**config.mk**
```make
export PLATFORM = sky130hd
export DESIGN_NAME = dmem_arbiter
export DESIGN_NICKNAME = d
export VERILOG_FILES = /design/src/rtl/dmem_pkg.sv /design/src/rtl/rr_arbiter.sv /design/src/rtl/dmem_arbiter.sv
export SDC_FILE = /design/constraint.sdc
export NUM_CORES = 1
export LEC_CHECK = 0
export ABC_CLOCK_PERIOD_IN_PS = 5700
export CAP_MARGIN = 30
export CORE_ASPECT_RATIO = 0.75
export CORE_MARGIN = 3
export CORE_UTILIZATION = 45
export DETAILED_ROUTE_END_ITERATION = 16
export HOLD_SLACK_MARGIN = 0.02
export PLACE_DENSITY_LB_ADDON = 0.05
export SLEW_MARGIN = 20
export SYNTH_ARGS = -nofsm -noshare
export SYNTH_HDL_FRONTEND = slang
export SYNTH_SLANG_ARGS = --single-unit
```
**constraint.sdc**
```tcl
create_clock -name clk -period 5.7 [get_ports clk]
set_input_delay 1.425 -clock clk [delete_from_list [all_inputs] [get_ports clk]]
set_output_delay 1.425 -clock clk [all_outputs]
set_load 0.01 [all_outputs]
```
**src/rtl/dmem_pkg.sv**
```systemverilog
`default_nettype none
// +------------------------------------------------------------------+
// | dmem_pkg: shared types and the byte-merge helper for dmem_arbiter |
// | Rev 1.0                                                           |
// +------------------------------------------------------------------+
package dmem_pkg;

    localparam int BE_W       = 4;
    localparam int MAX_DATA_W = 64;

    typedef enum logic [0:0] {
        IDLE = 1'b0,
        RMW  = 1'b1
    } arb_state_t;

    // Fixed at the widest supported word; callers zero-extend and truncate.
    function automatic logic [MAX_DATA_W-1:0] byte_merge(
        input logic [MAX_DATA_W-1:0]   old_word,
        input logic [MAX_DATA_W-1:0]   new_word,
        input logic [MAX_DATA_W/8-1:0] be
    );
        logic [MAX_DATA_W-1:0] merged;
        merged = old_word;
        for (int k = 0; k < MAX_DATA_W/8; k++) begin
            if (be[k]) begin
                merged[k*8 +: 8] = new_word[k*8 +: 8];
            end
        end
        return merged;
    endfunction

endpackage
`default_nettype wire

```
**src/rtl/rr_arbiter.sv**
```systemverilog
`default_nettype none
// +------------------------------------------------------------------+
// | rr_arbiter: combinational round-robin one-hot grant from a pointer |
// | Rev 1.0                                                           |
// +------------------------------------------------------------------+
module rr_arbiter #(
    parameter int NREQ  = 2,
    parameter int PTR_W = 1
) (
    input  logic [NREQ-1:0]  valid,
    input  logic [PTR_W-1:0] ptr,
    input  logic             enable,
    output logic [NREQ-1:0]  grant
);

    logic [PTR_W-1:0] idx;
    logic             found;

    always_comb begin
        grant = '0;
        idx   = '0;
        found = 1'b0;
        for (int k = 0; k < NREQ; k++) begin
            idx = PTR_W'((int'(ptr) + k) % NREQ);
            if (enable && !found && valid[idx]) begin
                grant[idx] = 1'b1;
                found      = 1'b1;
            end
        end
    end

endmodule
`default_nettype wire

```
**src/rtl/dmem_arbiter.sv**
```systemverilog
`default_nettype none
// +------------------------------------------------------------------+
// | dmem_arbiter: round-robin sharing of a single-port data memory,   |
// | partial stores via read-modify-write. Option: DMEM_ARBITER_STATS_EN |
// | Rev 1.0                                                           |
// +------------------------------------------------------------------+
module dmem_arbiter
    import dmem_pkg::*;
#(
    parameter int NREQ   = 2,
    parameter int ADDR_W = 7,
    parameter int DATA_W = 32
) (
    input  logic                       clk,
    input  logic                       rst,
    input  logic [NREQ-1:0]            req_valid,
    output logic [NREQ-1:0]            req_ready,
    input  logic [NREQ-1:0]            req_we,
    input  logic [NREQ*32-1:0]         req_addr,
    input  logic [NREQ*DATA_W-1:0]     req_wdata,
    input  logic [NREQ*(DATA_W/8)-1:0] req_be,
    output logic [NREQ-1:0]            rsp_valid,
    output logic [DATA_W-1:0]          rsp_rdata,
    output logic [ADDR_W-1:0]          mem_addr,
    output logic [DATA_W-1:0]          mem_wdata,
    output logic                       mem_we,
    input  logic [DATA_W-1:0]          mem_rdata
`ifdef DMEM_ARBITER_STATS_EN
    ,
    output logic [NREQ*32-1:0]         stat_grants
`endif
);

    localparam int NBE   = DATA_W / 8;
    localparam int PTR_W = $clog2(NREQ);

    arb_state_t       state;
    logic [PTR_W-1:0] rr_ptr;
    logic [PTR_W-1:0] sel;
    logic [NREQ-1:0]  grant;
    logic             accept;

    logic [31:0]       addr_arr  [NREQ];
    logic [DATA_W-1:0] wdata_arr [NREQ];
    logic [NBE-1:0]    be_arr    [NREQ];

    logic              sel_we;
    logic [ADDR_W-1:0] sel_idx;
    logic [DATA_W-1:0] sel_wdata;
    logic [NBE-1:0]    sel_be;
    logic              full_be;
    logic              partial;

    logic [ADDR_W-1:0] rmw_idx;
    logic [DATA_W-1:0] rmw_wdata;
    logic [DATA_W-1:0] rmw_old;
    logic [NBE-1:0]    rmw_be;
    logic [DATA_W-1:0] merged;

    logic unused_addr_bits;
    assign unused_addr_bits = ^req_addr;

    for (genvar g = 0; g < NREQ; g++) begin : g_unpack
        assign addr_arr[g]  = req_addr[g*32 +: 32];
        assign wdata_arr[g] = req_wdata[g*DATA_W +: DATA_W];
        assign be_arr[g]    = req_be[g*NBE +: NBE];
    end

    rr_arbiter #(
        .NREQ  (NREQ),
        .PTR_W (PTR_W)
    ) u_rr_arbiter (
        .valid  (req_valid),
        .ptr    (rr_ptr),
        .enable (state == IDLE && !rst),
        .grant  (grant)
    );

    always_comb begin
        sel = '0;
        for (int i = 0; i < NREQ; i++) begin
            if (grant[i]) begin
                sel = PTR_W'(i);
            end
        end
    end

    assign accept    = |grant;
    assign req_ready = grant;
    assign sel_we    = req_we[sel];
    assign sel_idx   = addr_arr[sel][ADDR_W+1:2];
    assign sel_wdata = wdata_arr[sel];
    assign sel_be    = be_arr[sel];
    assign full_be   = &sel_be;
    assign partial   = sel_we && (|sel_be) && !full_be;
    assign merged    = DATA_W'(byte_merge(MAX_DATA_W'(rmw_old), MAX_DATA_W'(rmw_wdata),
                                          (MAX_DATA_W/8)'(rmw_be)));

    // The RMW write owns the memory port; arbitration is disabled meanwhile.
    always_comb begin
        mem_addr  = '0;
        mem_wdata = '0;
        mem_we    = 1'b0;
        if (state == RMW) begin
            mem_addr  = rmw_idx;
            mem_wdata = merged;
            mem_we    = !rst;
        end else if (accept) begin
            mem_addr = sel_idx;
            if (sel_we && full_be) begin
                mem_wdata = sel_wdata;
                mem_we    = 1'b1;
            end
        end
    end

    always_ff @(posedge clk or posedge rst) begin
        if (rst) begin
            state     <= IDLE;
            rr_ptr    <= '0;
            rsp_valid <= '0;
            rsp_rdata <= '0;
            rmw_idx   <= '0;
            rmw_wdata <= '0;
            rmw_old   <= '0;
            rmw_be    <= '0;
        end else begin
            rsp_valid <= '0;
            if (state == RMW) begin
                state <= IDLE;
            end
            if (accept) begin
                rr_ptr <= (sel == PTR_W'(NREQ-1)) ? '0 : sel + PTR_W'(1);
                if (!sel_we) begin
                    rsp_valid <= grant;
                    rsp_rdata <= mem_rdata;
                end else if (partial) begin
                    state     <= RMW;
                    rmw_idx   <= sel_idx;
                    rmw_wdata <= sel_wdata;
                    rmw_be    <= sel_be;
                    rmw_old   <= mem_rdata;
                end
            end
        end
    end

`ifdef DMEM_ARBITER_STATS_EN
    for (genvar g = 0; g < NREQ; g++) begin : g_stats
        logic [31:0] cnt;
        always_ff @(posedge clk or posedge rst) begin
            if (rst) begin
                cnt <= '0;
            end else if (grant[g] && cnt != '1) begin
                cnt <= cnt + 32'd1;
            end
        end
        assign stat_grants[g*32 +: 32] = cnt;
    end
`endif

endmodule
`default_nettype wire

```
==> results of run 1 <==
worst max-delay path: cells and delay by family:
family	cells	cell delay [ns]
AO/OA/AOI/OAI	2	0.38
buffers and inverters	3	1.30
AND/OR/NAND/NOR	2	0.96
cell type report:
type | instances | share of cell area, %
Clock buffer | 10 | 2.97
Clock inverter | 5 | 1.01
Inverter | 44 | 2.09
Multi-Input combinational cell | 250 | 29.7
Sequential cell | 111 | 34.6
Tap cell | 162 | 2.52
Timing Repair Buffer | 216 | 27.2
cells by family after synthesis:
family,synth area share (%)
buf+inv,6.48
mux,34.4
flops,50.5
simple gates,2.09
compound gates,6.50
cell usage in the layout, fill, tap and decap left out, drive strengths merged, types with 3 or more instances in the layout:
cell,instances
dfrtp,111
clkbuf,10
or4,3
o2bb2ai,3
nand4,3
inv,45
clkdlybuf4s50,199
mux2i,106
o22ai,39
mux2,74
buf,17
per-layer routing:
layer / up-vias / routed length, um / track usage (%)
met4: 0 / 183 / 5.53
met3: 17 / 968 / 6.36
met5: - / 0 / 0
met1: 2059 / 6270 / 28.4
met2: 138 / 6680 / 34.0
li1: 1949 / - / -
registers in the layout, summed over array words and instances (netlist names):
register   count
rmw_old       32
rmw_wdata     32
rsp_rdata     32
rmw_idx        7
rmw_be         4
rsp_valid      2
rr_ptr         1
state          1
through the flow:
stage / cells / power (W)
CTS: 798 / 0.00276
finish: 798 / 0.00273
global placement: 781 / 0.00203
floorplan: 433 / 0.00165
global route: 798 / 0.00289
detailed placement: 783 / 0.00207
how the worst max path moves through the flow:
stage	cells after the start	endpoint	startpoint
after floorplan	5	mem_wdata[10]	rst
after global placement	7	mem_wdata[8]	req_valid[1]
after CTS	7	mem_wdata[15]	req_valid[1]
final	7	mem_wdata[15]	req_valid[1]
after detailed placement	7	mem_wdata[8]	req_valid[1]
after global routing	7	mem_wdata[15]	req_valid[1]
power breakdown:
part	internal (W)	leakage [nW]	switching [W]
sequential	0.00102	1.31	0.000156
combinational	0.000534	1.92	0.000334
clock	0.000396	0.155	0.000286
total	0.00195	3.38	0.000775
==> key figures, run 1 <==
CTS
  • Clock-pin slew on the worst setup and hold paths: 0.07 ns
  • CTS H-tree depth: 3
  • Hold Buf Count CTS: 0
  • Number of clock buffers inserted by TritonCTS: 9
  • TritonCTS clock tree: yes
  • Postcts setup bufs: 0
  • Clock Tree Buf Depth: 2
  • CTS resizes: 0
  • Clock Latency Late Sink: 0.34 ns
  • Clk sink count: 111
  • Root Driver: clkbuf_16

Synthesis
  • Top cell type's share of synthesized area: 50.5%
  • Post-Syn Instances: 433
  • Synthesized area per cell: 12.7 sq um
  • Synth Cell Area: 5500 sq um
  • Number of synthesized flops with an enable pin: 0
  • Top post-synthesis cells by count: dfrtp_1 (111), mux2i_1 (106), mux2_2 (73), inv_1 (44), o22ai_1 (37)
  • Cell variety after synth: 34
  • Synth area leaders: dfrtp_1 (50%), mux2i_1 (19%), mux2_2 (15%)
  • Yosys top cell by area: dfrtp_1
  • Yosys warns: 0
  • Most numerous cell in the Yosys netlist: dfrtp_1
  • #FFs+latches synth: 111
  • Ys flop type: dfrtp_1
  • Post-synth ARST share: 100%
  • Syn nets: 607
  • Post-synthesis sequential area ratio: 50.5%

GRT
  • Vias in the first global route: 4,310
  • Initial antenna violation count: 0
  • Global Route Usage Sum: 21.2%
  • Largest net degree at the start of global routing: 52
  • First-pass GRT wire length: 22,800 um
  • Global route total overflow: 0

Final layout
  • Design area: 8040 sq um
  • Layout cells sized above 1: 18.1%
  • Register Area: 2780 sq um
  • P&R area growth vs syn: 46.1%
  • Area of the multi-input gates: 2390 sq um
  • Final Util: 68.2%
  • FILL cells: 914
  • N_diodes: 0
  • NumNets Final: 806

Critical path
  • CP cell instances: clkdlybuf4s50_1, or3b_4, or4_4, a21o_1, buf_4, o22ai_1, clkdlybuf4s50_1
  • CP Data Required Time: 4.28 ns
  • Crit end category: primary output
  • Startpoint Class: input port
  • Worst R2R End: rmw_old[21]
  • Critical path's slowest cell: clkdlybuf4s50_1
  • Largest stage delay, worst path: 0.59 ns
  • Worst reg2reg path depth: 6
  • Largest fanout on the critical path: 16
  • CP arrival: 4.07 ns
  • CP Class: in2out
  • Most frequent CP cell: clkdlybuf4s50_1
  • Worst r2r src: state
  • Reg-to-reg setup timing slack: 3.22 ns

Power
  • Leak: 3.38 nW
  • Max VDD drop: 0.174 mV
  • Power density over cell area: 339 nW/um^2

Floorplan
  • Die H: 102 um
  • Die ar.: 13,600 sq um
  • I/O pin count: 250
  • Die width: 134 um
  • Initial Utilization: 46.7%
  • Core area: 11,800 sq um
  • Rows: 34

Timing
  • Final slew viol count: 0
  • WHS: 0.507 ns
  • Setup ws final: 0.205 ns
  • Post-route minimum period: 5.49 ns
  • Fin crit share: 96.4%
  • Final setup viols: 0
  • Fmax: 0.182 GHz
  • Hold Vio Cnt, Final: 0
  • Clock Skew: 0.00376 ns
  • Relative slew slack: 49.0%
  • Worst Tran Pin Value: 0.765 ns
  • Unrepaired setup endpoints after global routing: false
  • Setup TNS: 0 ns

Place
  • Placed Area: 7720 sq um
  • GP Congestion: 0.794
  • Input/output buffers: 199
  • Post-DP HPWL: 10,300 um
  • DP Worst Slack: 0.222 ns

Route
  • DRT Pass-1 Iters: 5
  • Vias per inst: 5.22
  • ANT nets after route: 0
  • Wire per inst: 17.7 um
  • Detailed Route WL: 14,100 um
  • DRC Markers: 0
  • DRT iter0 DRCs: 200
  • Via count: 4,163

Hold path
  • Min-Delay Endpoint: rsp_rdata[1]
  • Hold_sp: rsp_rdata[1]
  • Worst hold path class: reg2reg
  • Hold Path Depth: 1

Job
  • Total of max-cap violations: 0

Outcome
  • Outcome: finished, final reports clean
No activity file was read; power rests on OpenSTA's default activity.
==> inputs of run 2 (changes only) <==
ABC_CLOCK_PERIOD_IN_PS = 5100   (was 5700)
CORE_UTILIZATION = 42   (was 45)
clock period = 5.1 ns   (was 5.7 ns; I/O delays follow)
==> key figures, run 2 (synthesis gave the netlist of run 1 again) <==
Critical path
  • Startpoint Class: input port
  • CP Data Required Time: 3.83 ns
  • Most frequent CP cell: clkdlybuf4s50_1
  • CP cell instances: clkdlybuf4s50_1, or3b_4, or4_4, a21o_1, buf_12, o22ai_1, clkdlybuf4s50_1
  • Crit end category: primary output
  • CP arrival: 3.76 ns
  • Critical path's slowest cell: clkdlybuf4s50_1
  • Largest stage delay, worst path: 0.57 ns
  • CP Class: in2out
  • Largest fanout on the critical path: 16

GRT
  • Global Route Usage Sum: 19.6%
  • Initial antenna violation count: 0
  • Vias in the first global route: 4,325
  • First-pass GRT wire length: 23,000 um
  • Global route total overflow: 0
  • Largest net degree at the start of global routing: 48

Timing
  • Hold Vio Cnt, Final: 0
  • Fin crit share: 98.8%
  • Worst Tran Pin Value: 0.659 ns
  • Clock Skew: 0.00483 ns
  • Final setup viols: 0
  • Relative slew slack: 55.9%
  • Post-route minimum period: 5.04 ns
  • Unrepaired setup endpoints after global routing: false
  • WHS: 0.506 ns
  • Fmax: 0.199 GHz
  • Final slew viol count: 0
  • Setup ws final: 0.0627 ns

Place
  • Input/output buffers: 199
  • GP Congestion: 0.734
  • DP Worst Slack: -0.0533 ns
  • Post-DP HPWL: 10,600 um
  • Dpl cells: 787

CTS
  • Number of clock buffers inserted by TritonCTS: 9
  • Clock Latency Late Sink: 0.35 ns
  • Clock Tree Buf Depth: 2
  • Postcts setup bufs: 0
  • TritonCTS clock tree: yes
  • CTS H-tree depth: 3
  • Clk sink count: 111
  • Root Driver: clkbuf_16
  • Hold Buf Count CTS: 0
  • Clock-pin slew on the worst setup and hold paths: 0.07 ns

Final layout
  • N_diodes: 0
  • FILL cells: 985
  • Most common cell after layout, fill and taps aside: clkdlybuf4s50_1
  • Leading registers by flop count: rmw_old: 32 flops, rmw_wdata: 32 flops, rsp_rdata: 32 flops
  • P&R area growth vs syn: 46.5%
  • NumNets Final: 807
  • Commonest non-fill, non-tap cells in the layout: clkdlybuf4s50_1 (173), dfrtp_1 (111), mux2i_1 (106)
  • Finished Layout Cells: 804
  • Final Util: 64.3%
  • Layout cells sized above 1: 18.3%

Floorplan
  • Core area: 12,500 sq um
  • I/O pin count: 250
  • Die width: 138 um
  • Initial Utilization: 43.9%
  • Die H: 105 um
  • Die ar.: 14,500 sq um
  • Rows: 35

Route
  • ANT nets after route: 0
  • Via count: 4,079
  • DRC Markers: 0
  • Vias per inst: 5.07
  • Wire per inst: 17.6 um
  • Detailed Route WL: 14,100 um
  • DRT iter0 DRCs: 82
  • DRT Pass-1 Iters: 4

Hold path
  • Worst hold path class: reg2reg

Power
  • Power density over cell area: 370 nW/um^2
  • Pwr Total: 0.00299 W
  • Max VDD drop: 0.214 mV
  • Leak: 3.65 nW

Job
  • Total of max-cap violations: 0

Outcome
  • Outcome: finished, final reports clean
-- run 2: path summary, 6_finish.rpt --
kind                                from            end  slack [ns]  depth (start not counted)
max                         req_valid[1]   mem_wdata[5]        0.06                          7
min reg2reg                rsp_rdata[23]  rsp_rdata[23]        0.51                          1
min in group asynchronous            rst  rsp_rdata[11]        1.44                          3
min                        rsp_rdata[23]  rsp_rdata[23]        0.51                          1
max reg2reg                        state     rmw_old[4]        2.66                          6
max in group asynchronous            rst  rmw_wdata[17]        2.75                          5
-- run 2: layout make-up --
cell class              instances  area [sq um]  share of cell area (%)
flip-flops and latches        111          2780                    34.5
multi-input cells             250          2390                    29.6
repair buffers                217          2210                    27.5
clock buffers                  10           239                    2.97
well taps                     166           208                    2.58
inverters                      44           168                    2.08
clock inverters                 6          67.6                   0.838
-- run 2: power breakdown --
part / internal, W / total, W / switching [W]
clock network: 0.000396 / 0.000711 / 0.000315
logic: 0.000585 / 0.000963 / 0.000378
registers: 0.00114 / 0.00131 / 0.000169
total: 0.00212 / 0.00299 / 0.000862
-- run 2: routing by layer --
metal	vias to the layer above	GRT usage, %	routed length (um)
met5	-	0	0
met2	124	32.0	6790
met4	0	4.37	162
li1	1947	-	-
met1	1995	26.1	6370
met3	13	5.72	796
-- run 2: stage by stage --
| step | TNS (ns) | instance area, sq um |
|---|---|---|
| 6_report | 0 | 8060 |
| 5_1_grt | 0 | 8060 |
| 4_1_cts | 0 | 8010 |
| 3_5_place_dp | -0.314 | 7720 |
| 3_3_place_gp | -0.241 | 7700 |
| 2_1_floorplan | 0 | 5500 |
-- run 2: worst max-delay path: cells and delay by family --
family | cells | cell delay (ns)
buffers and inverters | 3 | 1.21
AND/OR/NAND/NOR | 2 | 0.90
AO/OA/AOI/OAI | 2 | 0.37
-- run 2: repair_timing --
item,CTS,global route
gates cloned,0,0
gates resized for setup,13,13
setup endpoints to repair,13,13
==> inputs of run 3 (changes only) <==
CORE_ASPECT_RATIO = 2   (was 0.75)
==> key figures, run 3 (synthesis gave the netlist of run 1 again) <==
CTS
  • Clock Latency Late Sink: 0.34 ns
  • TritonCTS clock tree: yes
  • Root Driver: clkbuf_16
  • Hold Buf Count CTS: 0
  • Clock Tree Buf Depth: 2
  • CTS H-tree depth: 3
  • Clock-pin slew on the worst setup and hold paths: 0.07 ns
  • Clk sink count: 111
  • Number of clock buffers inserted by TritonCTS: 9

GRT
  • Global Route Usage Sum: 20.5%
  • Global route total overflow: 0
  • Vias in the first global route: 4,606
  • First-pass GRT wire length: 23,500 um
  • Initial antenna violation count: 0
  • Largest net degree at the start of global routing: 51

Critical path
  • Reg-to-reg setup timing slack: 2.68 ns
  • Crit end category: primary output
  • Worst r2r src: state
  • Critical path's slowest cell: clkdlybuf4s50_1
  • Most frequent CP cell: clkdlybuf4s50_1
  • CP cell instances: clkdlybuf4s50_1, or3b_4, or4_4, a21oi_2, buf_4, o2bb2ai_1, clkdlybuf4s50_1
  • CP Class: in2out
  • Worst reg2reg path depth: 6
  • CP Data Required Time: 3.83 ns
  • Largest stage delay, worst path: 0.58 ns
  • Startpoint Class: input port
  • Largest fanout on the critical path: 3
  • CP arrival: 3.70 ns
  • Worst R2R End: rsp_rdata[25]

Final layout
  • P&R area growth vs syn: 45.4%
  • Layout cells sized above 1: 19.0%
  • Final Util: 63.0%
  • Most common cell after layout, fill and taps aside: clkdlybuf4s50_1
  • N_diodes: 0
  • Commonest non-fill, non-tap cells in the layout: clkdlybuf4s50_1 (169), dfrtp_1 (111), mux2i_1 (106)
  • Design area: 8000 sq um
  • Leading registers by flop count: rmw_old: 32 flops, rmw_wdata: 32 flops, rsp_rdata: 32 flops
  • NumNets Final: 812

Power
  • Leak: 3.54 nW
  • Max VDD drop: 0.233 mV
  • Comb power frac: 32.5%
  • Int Power: 0.00207 W
  • Power density over cell area: 368 nW/um^2
  • Clock network power share: 22.8%
  • Reg power frac: 44.6%
  • Switching Share: 29.7%
  • Sw Pwr: 0.000873 W
  • Pwr Total: 0.00294 W

Timing
  • Fmax: 0.201 GHz
  • Post-route minimum period: 4.98 ns
  • WHS: 0.505 ns
  • Unrepaired setup endpoints after global routing: false
  • Fin crit share: 97.6%
  • Final slew viol count: 0
  • Relative slew slack: 43.2%
  • Final setup viols: 0
  • Setup TNS: 0 ns
  • Worst Tran Pin Value: 0.849 ns
  • Clock Skew: 0.0116 ns
  • Hold Vio Cnt, Final: 0

Route
  • Vias per inst: 5.30
  • Detailed Route WL: 14,600 um
  • DRT Pass-1 Iters: 4
  • Wire per inst: 18.3 um
  • ANT nets after route: 0
  • Via count: 4,205
  • DRT iter0 DRCs: 204
  • DRC Markers: 0

Place
  • Input/output buffers: 199
  • GP Congestion: 0.852
  • Post-DP HPWL: 10,900 um
  • Placed Area: 7730 sq um

Job
  • Total of max-cap violations: 0

Floorplan
  • Initial Utilization: 43.3%
  • Die ar.: 14,600 sq um
  • I/O pin count: 250
  • Rows: 58
  • Die width: 86.9 um
  • Die H: 168 um
  • Core area: 12,700 sq um

Hold path
  • Min-Delay Endpoint: rsp_rdata[0]
  • Worst hold path class: reg2reg
  • Hold_sp: rsp_rdata[0]
  • Hold Path Depth: 1

Outcome
  • Outcome: finished, final reports clean
run 3: cell types whose count changed in the layout (fill, tap and decap cells not counted):
cell,previous run,this run
a21oi_1,2,1
a21oi_2,0,1
buf_12,5,3
buf_16,0,1
buf_4,12,18
bufinv_16,1,0
clkbuf_1,0,1
clkdlybuf4s50_1,173,169
clkinv_4,1,2
clkinvlp_4,2,0
dlygate4sd2_1,13,29
dlymetal6s2s_1,13,1
inv_6,1,2
run 3: area by class of cell:
type                       count  area, sq um
tap                          150          188
multi-input combinational    250         2390
fill                        1046         4700
clock inverter                 5         40.0
sequential                   111         2780
clock buffer                  11          243
timing repair buffer         222         2200
inverter                      44          168
run 3: worst max path at each step:
stage,start,end,slack [ns],cells after the start
finish,req_valid[1],mem_wdata[2],0.12,7
global route,req_valid[1],mem_wdata[0],0.03,7
CTS,req_valid[1],mem_we,0.06,7
detailed placement,req_valid[1],mem_wdata[31],-0.08,7
global placement,req_valid[1],mem_wdata[31],-0.07,7
floorplan,rst,rmw_be[0],0.89,1
run 3: worst max-delay path: cells and delay by family:
kind,cells,cell delay (ns)
buffers and inverters,3,1.22
and+or+nand+nor,2,0.94
AOI/OAI and AO/OA,2,0.25
run 3: routing by layer:
metal  routed length, um  GRT usage [%]  vias up
met2                8040           37.1      149
met5                   0              0        -
met4                 170           6.65        0
met1                5450           23.5     2077
met3                 884           3.87       13
li1                    -              -     1966
run 3: power groups by stage:
stage / Clock, W / Sequential (W) / Combinational [W]
after floorplan: 0 / 0.00129 / 0.000552
after global placement: 0 / 0.00132 / 0.000961
after detailed placement: 0 / 0.00133 / 0.000990
after CTS: 0.000695 / 0.00132 / 0.000973
after global routing: 0.000730 / 0.00135 / 0.00105
final: 0.000672 / 0.00131 / 0.000958
run 3: stage by stage:
step,std cells,setup WS [ns]
final,793,0.123
after global routing,793,0.0315
after CTS,792,0.0613
after detailed placement,776,-0.0820
after global placement,775,-0.0733
after floorplan,433,0.894
run 3: repair_timing:
action                                 CTS  global route
setup buffers                            0             0
gates resized for setup                 29             2
setup endpoints to repair               29             4
pin swaps                                0             0
endpoints found under the hold margin    0             0
